[config.mk]
export PLATFORM = sky130hd
export DESIGN_NAME = pc_fetch
export DESIGN_NICKNAME = d
export VERILOG_FILES = /design/src/rtl/riscp_pkg.sv /design/src/rtl/pc_incrementer.sv /design/src/rtl/pc_fetch.sv
export SDC_FILE = /design/constraint.sdc
export NUM_CORES = 1
export LEC_CHECK = 0
export ABC_AREA = 1
export CAP_MARGIN = 20
export CORE_MARGIN = 3
export CORE_UTILIZATION = 25
export CTS_BUF_LIST = sky130_fd_sc_hd__clkbuf_2
export CTS_CLUSTER_DIAMETER = 50
export DETAILED_ROUTE_END_ITERATION = 6
export SYNTH_ARGS = -nofsm -noshare
export SYNTH_HDL_FRONTEND = slang
export SYNTH_HIERARCHICAL = 1
export SYNTH_SLANG_ARGS = --single-unit
[constraint.sdc]
create_clock -name clk -period 3.5 [get_ports clk]
set_input_delay 0.35 -clock clk [delete_from_list [all_inputs] [get_ports clk]]
set_output_delay 0.35 -clock clk [all_outputs]
set_load 0.05 [all_outputs]
[src/rtl/riscp_pkg.sv]
// Shared constants and types for the 16-bit RISC datapath.
package riscp_pkg;

  localparam int ADDR_W  = 16;
  localparam int INSTR_W = 16;

  localparam logic [ADDR_W-1:0] PC_STEP       = 16'd2;
  localparam logic [ADDR_W-1:0] RESET_PC      = 16'h0000;
  localparam logic [ADDR_W-1:0] RESET_PC_NEXT = RESET_PC + PC_STEP;

  typedef enum logic [1:0] {
    S_IDLE  = 2'd0,
    S_FETCH = 2'd1,
    S_VALID = 2'd2,
    S_DRAIN = 2'd3
  } fetch_state_t;

endpackage

[src/rtl/pc_incrementer.sv]
// Sequential PC increment, wrapping modulo 2^ADDR_W.
module pc_incrementer
  import riscp_pkg::*;
(
  input  logic [ADDR_W-1:0] pc,
  output logic [ADDR_W-1:0] pc_plus
);

  assign pc_plus = pc + PC_STEP;

endmodule

[src/rtl/pc_fetch.sv]
// Program counter and instruction fetch: req/ack to instruction memory,
// valid/ready to decode, with redirect taking priority in every state.
module pc_fetch
  import riscp_pkg::*;
(
  input  logic               clk,
  input  logic               rst,
  input  logic               redirect_valid,
  input  logic [ADDR_W-1:0]  redirect_pc,
  output logic               imem_req,
  output logic [ADDR_W-1:0]  imem_addr,
  input  logic               imem_ack,
  input  logic [INSTR_W-1:0] imem_rdata,
  output logic               if_valid,
  input  logic               if_ready,
  output logic [INSTR_W-1:0] if_instr,
  output logic [ADDR_W-1:0]  if_pc,
  output logic [ADDR_W-1:0]  if_pc_next
);

  fetch_state_t      state;
  logic [ADDR_W-1:0] pc;
  logic [ADDR_W-1:0] pc_plus;
  logic [ADDR_W-1:0] target;

  // Instructions are halfword aligned, so the target's bit 0 is ignored.
  assign target = redirect_pc & ~ADDR_W'(1);

  pc_incrementer u_inc (
    .pc      (pc),
    .pc_plus (pc_plus)
  );

  // NOTE: every register here uses non-blocking assignment so all updates
  // in one edge see the pre-edge values of pc, state and the outputs.
  always_ff @(posedge clk or posedge rst) begin
    if (rst) begin
      state      <= S_IDLE;
      pc         <= RESET_PC;
      imem_req   <= 1'b0;
      imem_addr  <= RESET_PC;
      if_valid   <= 1'b0;
      if_instr   <= '0;
      if_pc      <= RESET_PC;
      if_pc_next <= RESET_PC_NEXT;
    end else begin
      case (state)
        S_IDLE: begin
          state    <= S_FETCH;
          imem_req <= 1'b1;
          if (redirect_valid) begin
            pc        <= target;
            imem_addr <= target;
          end else begin
            imem_addr <= pc;
          end
        end

        S_FETCH: begin
          if (redirect_valid) begin
            pc <= target;
            // Unacked request must complete at its original address first.
            if (imem_ack) imem_addr <= target;
            else          state     <= S_DRAIN;
          end else if (imem_ack) begin
            state      <= S_VALID;
            imem_req   <= 1'b0;
            if_valid   <= 1'b1;
            if_instr   <= imem_rdata;
            if_pc      <= pc;
            if_pc_next <= pc_plus;
          end
        end

        S_VALID: begin
          if (redirect_valid) begin
            state     <= S_FETCH;
            pc        <= target;
            if_valid  <= 1'b0;
            imem_req  <= 1'b1;
            imem_addr <= target;
          end else if (if_ready) begin
            state     <= S_FETCH;
            pc        <= pc_plus;
            if_valid  <= 1'b0;
            imem_req  <= 1'b1;
            imem_addr <= pc_plus;
          end
        end

        S_DRAIN: begin
          if (redirect_valid) pc <= target;
          if (imem_ack) begin
            state     <= S_FETCH;
            imem_addr <= redirect_valid ? target : pc;
          end
        end

        default: state <= S_IDLE;
      endcase
    end
  end

endmodule
* After elaboration in Yosys (flattened, before gate mapping)
Cells that the tools add are included.
** Cells by class
- Reductions and logical operators :: 9
- $add $sub $neg :: 1
- Eq/ne operators :: 10
- Multiplexer cells :: 25
- Bitwise gates (word level) :: 1
** Operators by type and width (number)
- 16-bit 2-to-1 mux :: 6
- 16-bit one-hot mux with 4 select lines :: 1
- 16-bit one-hot mux with 2 select lines :: 1
- 16-bit by 2-bit adder with 16-bit output, second input constant :: 1
- 4-bit AND reduction :: 4
- 2-bit 2-to-1 mux :: 6
- 3-bit != test, second input constant :: 3
- 1-bit 2-to-1 mux :: 8
- 2-bit != test, second input constant :: 4
- 2-bit one-hot mux with 4 select lines :: 1
- 2-bit equality test, second input constant :: 2
- 1-bit one-hot mux with 3 select lines :: 1
- 3-bit AND reduction :: 1
- 3-bit nonzero test :: 1
- 3-bit OR reduction :: 1
- 2-bit by 1-bit equality test with 1-bit output, second input constant :: 1
- 2-bit zero test :: 1
- 1-bit one-hot mux with 2 select lines :: 1
- 2-bit nonzero test :: 1
- 1-bit inverter :: 1
** Storage, ports and cells
- Output and inout bits :: 66
- Logic and storage cells :: 54
- Bits in registers :: 84

* Longest topological paths before layout
- Depth in word-level cells :: 4
- Mapped depth :: 12
- Mapped depth without buffers :: 12

* Hierarchy
Netlist, hierarchy kept.
** By module, submodules not included
- pc_fetch :: seq. area each 2103.3 sq um, cells each 553, instances 1, area an instance 4227.8 sq um
- pc_incrementer :: seq. area each 0.0 sq um, cells each 71, instances 1, area an instance 369.1 sq um

* Worst setup path after synthesis
No wires, ideal clock.
- Path type :: register -> register
- Start :: register state[0]
- End :: register imem_addr[0]
- Data arrival time :: 1.529 ns
- Required time :: 3.434 ns
- Slack :: 1.905 ns
- Stages on the path, launching flop included :: 10
- Library setup time :: 0.066 ns
- Cell sequence :: dfrtp_1 > inv_1 > ha_1 > buf_2 > nor2_2 > buf_4 > nand3_1 > nand2_1 > nand2_1 > nand2_1
** Between the ends
- Longest elaborated chain between the ends :: 3
- Elaborated cells between the ends (all ways) :: 10
** RTL lines
- start, declared :: RTL line pc_fetch.sv:21 : fetch_state_t state;
- start signal, assigned :: RTL line pc_fetch.sv:38 : state <= S_IDLE;
- start signal, assigned :: RTL line pc_fetch.sv:49 : state <= S_FETCH;
- start signal, assigned :: RTL line pc_fetch.sv:64 : else state <= S_DRAIN;
- 2-bit equality test or 2-bit by 1-bit equality test with 1-bit output (tied branches) :: RTL line pc_fetch.sv:47 : case (state)
- 3-bit != test (no line) or 2-bit != test (tied branches)
- 4-bit AND reduction (no line)
- end signal, assigned :: RTL line pc_fetch.sv:53 : imem_addr <= target;
- end signal, assigned :: RTL line pc_fetch.sv:55 : imem_addr <= pc;
- end signal, assigned :: RTL line pc_fetch.sv:63 : if (imem_ack) imem_addr <= target;
- end, declared :: RTL line pc_fetch.sv:11 : output logic [ADDR_W-1:0] imem_addr,
Several ways; a longest one is shown, not always the timed one.
A chain may end at the register's enable or synchronous reset.

* Final worst setup path
- Start :: register state[0]
- End :: register imem_addr[13]
Same word-level chain as after synthesis.

==> summary by stage <==
Power and ir drop
The power per cell area is 1010 mW/mm². The leakage power summed over all cells is 2.91 nW. The clock group share of total power is 9.2%. The switching power total is 0.00320 W.

Of the total power, the share spent switching nets is 54.1%. VDD sags by at most 0.000476 V. Internal power comes to 0.00272 W. The combinational share of power is 60.5%. Registers are responsible for 30.4% of the overall power.

Placement
In this run the tool buffered the top-level ports with 101 buffer cells. The global placement routability congestion is 0.809. The post-placement cell area is 0.00575 mm². After legalization and detailed placement, the total HPWL measured 8.97 mm. After detailed placement, the design holds a cell count of 925.

Cells and area
0 antenna diodes ended up in the layout. In the layout the commonest cells are sky130_fd_sc_hd__nand2_1 (249), sky130_fd_sc_hd__clkdlybuf4s50_1 (101), sky130_fd_sc_hd__dfrtp_1 (83). The synthesis-to-layout area growth is 27.6%. For this run, the post-layout net count is 755. Leaving out filler cells and counting taps, the final layout contains 941.

Of the cells placed in the final design, the portion with a size suffix greater than 1 is 6.56%. The final-layout fill cell count is 1966. The library cell used most frequently in the layout, excluding fill and tap cells, is sky130_fd_sc_hd__nand2_1. The finished cells cover 0.00587 mm².

Floorplanning
From left edge to right edge, the die measures 142 µm. The row count is 48. 103 I/O pins were placed. The die covers 0.0201 mm². The area inside the core boundary is 0.0177 mm².

The initial utilization of the core area, before any placement, comes to 26.0%. The floorplan die height is 142 µm.

Drt
The detailed-route via count is 4105. After detailed routing, the average wire length per cell comes to 13.5 µm. For this run, the detailed router's first-pass iteration total came to 5. The post-detailed-routing wire length is 12.7 mm. The final routed DRC violation total is 0.

In this run the remaining antenna-violating nets after routing total 0. The iteration-0 DRC count of the detailed router is 258. After detailed routing, the number of vias per cell comes to 4.36.

Clocking
The number of hold buffers added after CTS was 0. The tree is rooted in a sky130_fd_sc_hd__clkbuf_2. The number of cells upsized or downsized after cts is 0. CTS saw 84 sinks.

Counting along the longest clock path gives a buffer depth of 2. After clock tree synthesis, the clock-pin slew on the worst setup and hold paths is 0.25 ns. The insertion delay to the later sink of the worst-skew pair is 0.58 ns.

The CTS tree is yes. The post-CTS setup buffer count is 0. In this run, CTS created clock tree buffers numbering 9. The H-tree generated during clock tree synthesis spans 3 levels.

Setup path
The worst setup path is launched from a flop. The data arrival time of the worst path is 2.88 ns. The required time reported for the critical path endpoint is 4.04 ns. The flop-to-flop setup slack is 1.16 ns. The class of the most critical setup path is reg2reg. The endpoint class of the critical path is a flop. Along the worst path, the maximum fanout reaches 18.

Global route
The global-route total usage across every layer is 12.9%. Entering global routing, the biggest net connects 65 pins. The number of antenna violations at the first check in global routing is 0. The first-pass GRT wire length is 20.7 mm. The total congestion overflow after global routing is 0. The via count of the first global-routing pass is 3826.

Outcome
The run finished with clean final reports.

Synth
Averaged over all synthesized cells, the footprint is 7.37 µm². The sequential area share after synthesis is 45.8%. Synthesis produced 624 cells. The post-synthesis instance area is 0.00460 mm².

Yosys mapped the design onto 28 distinct sky130hd cell types. In this run, synthesis produced a sequential element count of 84. The net count of the mapped netlist is 668. The Yosys warning count is 6.

Timing
On the final layout, the worst clock skew is 0.0238 ns. In the final timing run, aggregate negative setup slack is 0 ns. In the finished design, the share of the clock period the worst path needs comes to 66.9%. The final hold violation count is 0. For the finished layout, the period the worst path requires is 2.34 ns. The highest clock rate is 0.427 GHz. The worst pin sits at a relative slew slack of 50.5%.

Setup repair after global routing left no endpoint under its margin. At the pin with the least slew margin, the transition time is 0.743 ns. The post-route worst hold slack is 0.116 ns. The count of final setup violators is 0.

The final max-slew violation count is 0.

Run
Max-cap violations in this run came to 0.

Min path
In this run the worst hold path is classified as in2async.
kinds of logic (layout without fill, tap and decap cells):
family / Yosys count / after routing / synth area share, %
flops: 84 / 84 / 45.8
fa+ha+maj: 7 / 7 / 1.91
buf+inv: 101 / 193 / 10.4
compound gates: 101 / 101 / 11.3
xor+xnor: 7 / 7 / 1.33
simple gates: 324 / 324 / 29.3
path summary, 6_finish.rpt:
check	from	endpoint	cells after the start
max in group asynchronous	rst	if_pc_next[1]$_DFFE_PP1P_	3
min in group clk	imem_rdata[11]	if_instr[11]$_DFFE_PP0P_	3
min	rst	if_instr[3]$_DFFE_PP0P_	2
max reg2reg	state[0]$_DFFE_PP0P_	imem_addr[13]$_DFFE_PP0P_	7
min reg2reg	if_pc_next[6]$_DFFE_PP0P_	if_pc_next[6]$_DFFE_PP0P_	2
max	state[0]$_DFFE_PP0P_	imem_addr[13]$_DFFE_PP0P_	7
routing by layer:
metal / track usage [%] / wire length (µm) / up-vias
met5: 0 / 0 / -
met4: 2.73 / 116 / 0
met3: 3.40 / 967 / 8
met2: 17.4 / 5040 / 135
met1: 20.3 / 6570 / 1845
li1: - / - / 2117
synth_stat cells:
| cell type | n | share of area (%) |
|---|---|---|
| sky130_fd_sc_hd__clkbuf_1 | 9 | 0.73 |
| sky130_fd_sc_hd__nand2_2 | 5 | 0.68 |
| sky130_fd_sc_hd__inv_4 | 1 | 0.14 |
| sky130_fd_sc_hd__nand4_1 | 4 | 0.54 |
| sky130_fd_sc_hd__nand3_1 | 31 | 3.4 |
| sky130_fd_sc_hd__buf_2 | 7 | 0.76 |
| sky130_fd_sc_hd__buf_6 | 9 | 2.2 |
| sky130_fd_sc_hd__ha_1 | 7 | 1.9 |
| sky130_fd_sc_hd__xor2_1 | 3 | 0.57 |
| sky130_fd_sc_hd__dfrtp_1 | 83 | 45 |
| sky130_fd_sc_hd__nor2_4 | 2 | 0.49 |
| sky130_fd_sc_hd__nor2_2 | 5 | 0.68 |
| sky130_fd_sc_hd__o21a_1 | 1 | 0.16 |
| sky130_fd_sc_hd__o21ai_0 | 71 | 7.7 |
| sky130_fd_sc_hd__nor2_8 | 1 | 0.44 |
| sky130_fd_sc_hd__dfstp_2 | 1 | 0.57 |
| sky130_fd_sc_hd__a21oi_1 | 2 | 0.22 |
| sky130_fd_sc_hd__inv_2 | 5 | 0.41 |
| sky130_fd_sc_hd__a21oi_4 | 1 | 0.35 |
| sky130_fd_sc_hd__inv_1 | 65 | 5.3 |
| sky130_fd_sc_hd__buf_4 | 5 | 0.82 |
| sky130_fd_sc_hd__nor2_1 | 23 | 1.9 |
| sky130_fd_sc_hd__o21ai_1 | 25 | 2.7 |
| sky130_fd_sc_hd__a31oi_1 | 1 | 0.14 |
| sky130_fd_sc_hd__nand2_1 | 249 | 20 |
| sky130_fd_sc_hd__xnor2_1 | 4 | 0.76 |
| sky130_fd_sc_hd__nand2_4 | 1 | 0.24 |
| sky130_fd_sc_hd__nand3_2 | 3 | 0.65 |
registers in the layout, indices dropped and copies added, names as in the netlist:
register	flops
state	2
imem_addr	16
pc	16
if_pc	16
if_pc_next	16
imem_req	1
if_instr	16
if_valid	1
power by group through the flow:
| stage | Clock (W) | Sequential (W) | Combinational [W] |
|---|---|---|---|
| 2_1_floorplan | 0 | 0.00290 | 0.00136 |
| 3_3_place_gp | 0 | 0.00182 | 0.00358 |
| 3_5_place_dp | 0 | 0.00182 | 0.00360 |
| 4_1_cts | 0.000569 | 0.00180 | 0.00362 |
| 5_1_grt | 0.000604 | 0.00187 | 0.00391 |
| 6_report | 0.000544 | 0.00180 | 0.00358 |
through the flow:
stage	setup WS, ns	total power [W]	utilization [%]
6_report	1.16	0.00592	33.2
5_1_grt	0.995	0.00638	33.2
4_1_cts	1.14	0.00598	33.2
3_5_place_dp	1.21	0.00542	32.5
3_3_place_gp	1.21	0.00540	32.5
2_1_floorplan	0.987	0.00425	-
worst max-delay path, cell delays in order (launching register included):
cell	delay, ns
sky130_fd_sc_hd__dfrtp_1	0.50
sky130_fd_sc_hd__inv_1	0.09
sky130_fd_sc_hd__ha_1	0.60
sky130_fd_sc_hd__nor2_2	0.71
sky130_fd_sc_hd__nand2_1	0.11
sky130_fd_sc_hd__nand3_1	0.16
sky130_fd_sc_hd__nand2_1	0.07
sky130_fd_sc_hd__nand2_1	0.06
layout make-up:
cell class | instances | area [µm²] | area share (%)
repair buffers | 106 | 1070 | 18.3
multi-input cells | 439 | 2020 | 34.4
clock inverters | 6 | 71.3 | 1.22
well taps | 225 | 282 | 4.80
clock buffers | 10 | 50.0 | 0.853
inverters | 71 | 270 | 4.61
flip-flops and latches | 84 | 2100 | 35.8
(Power assumes the default switching activity.)
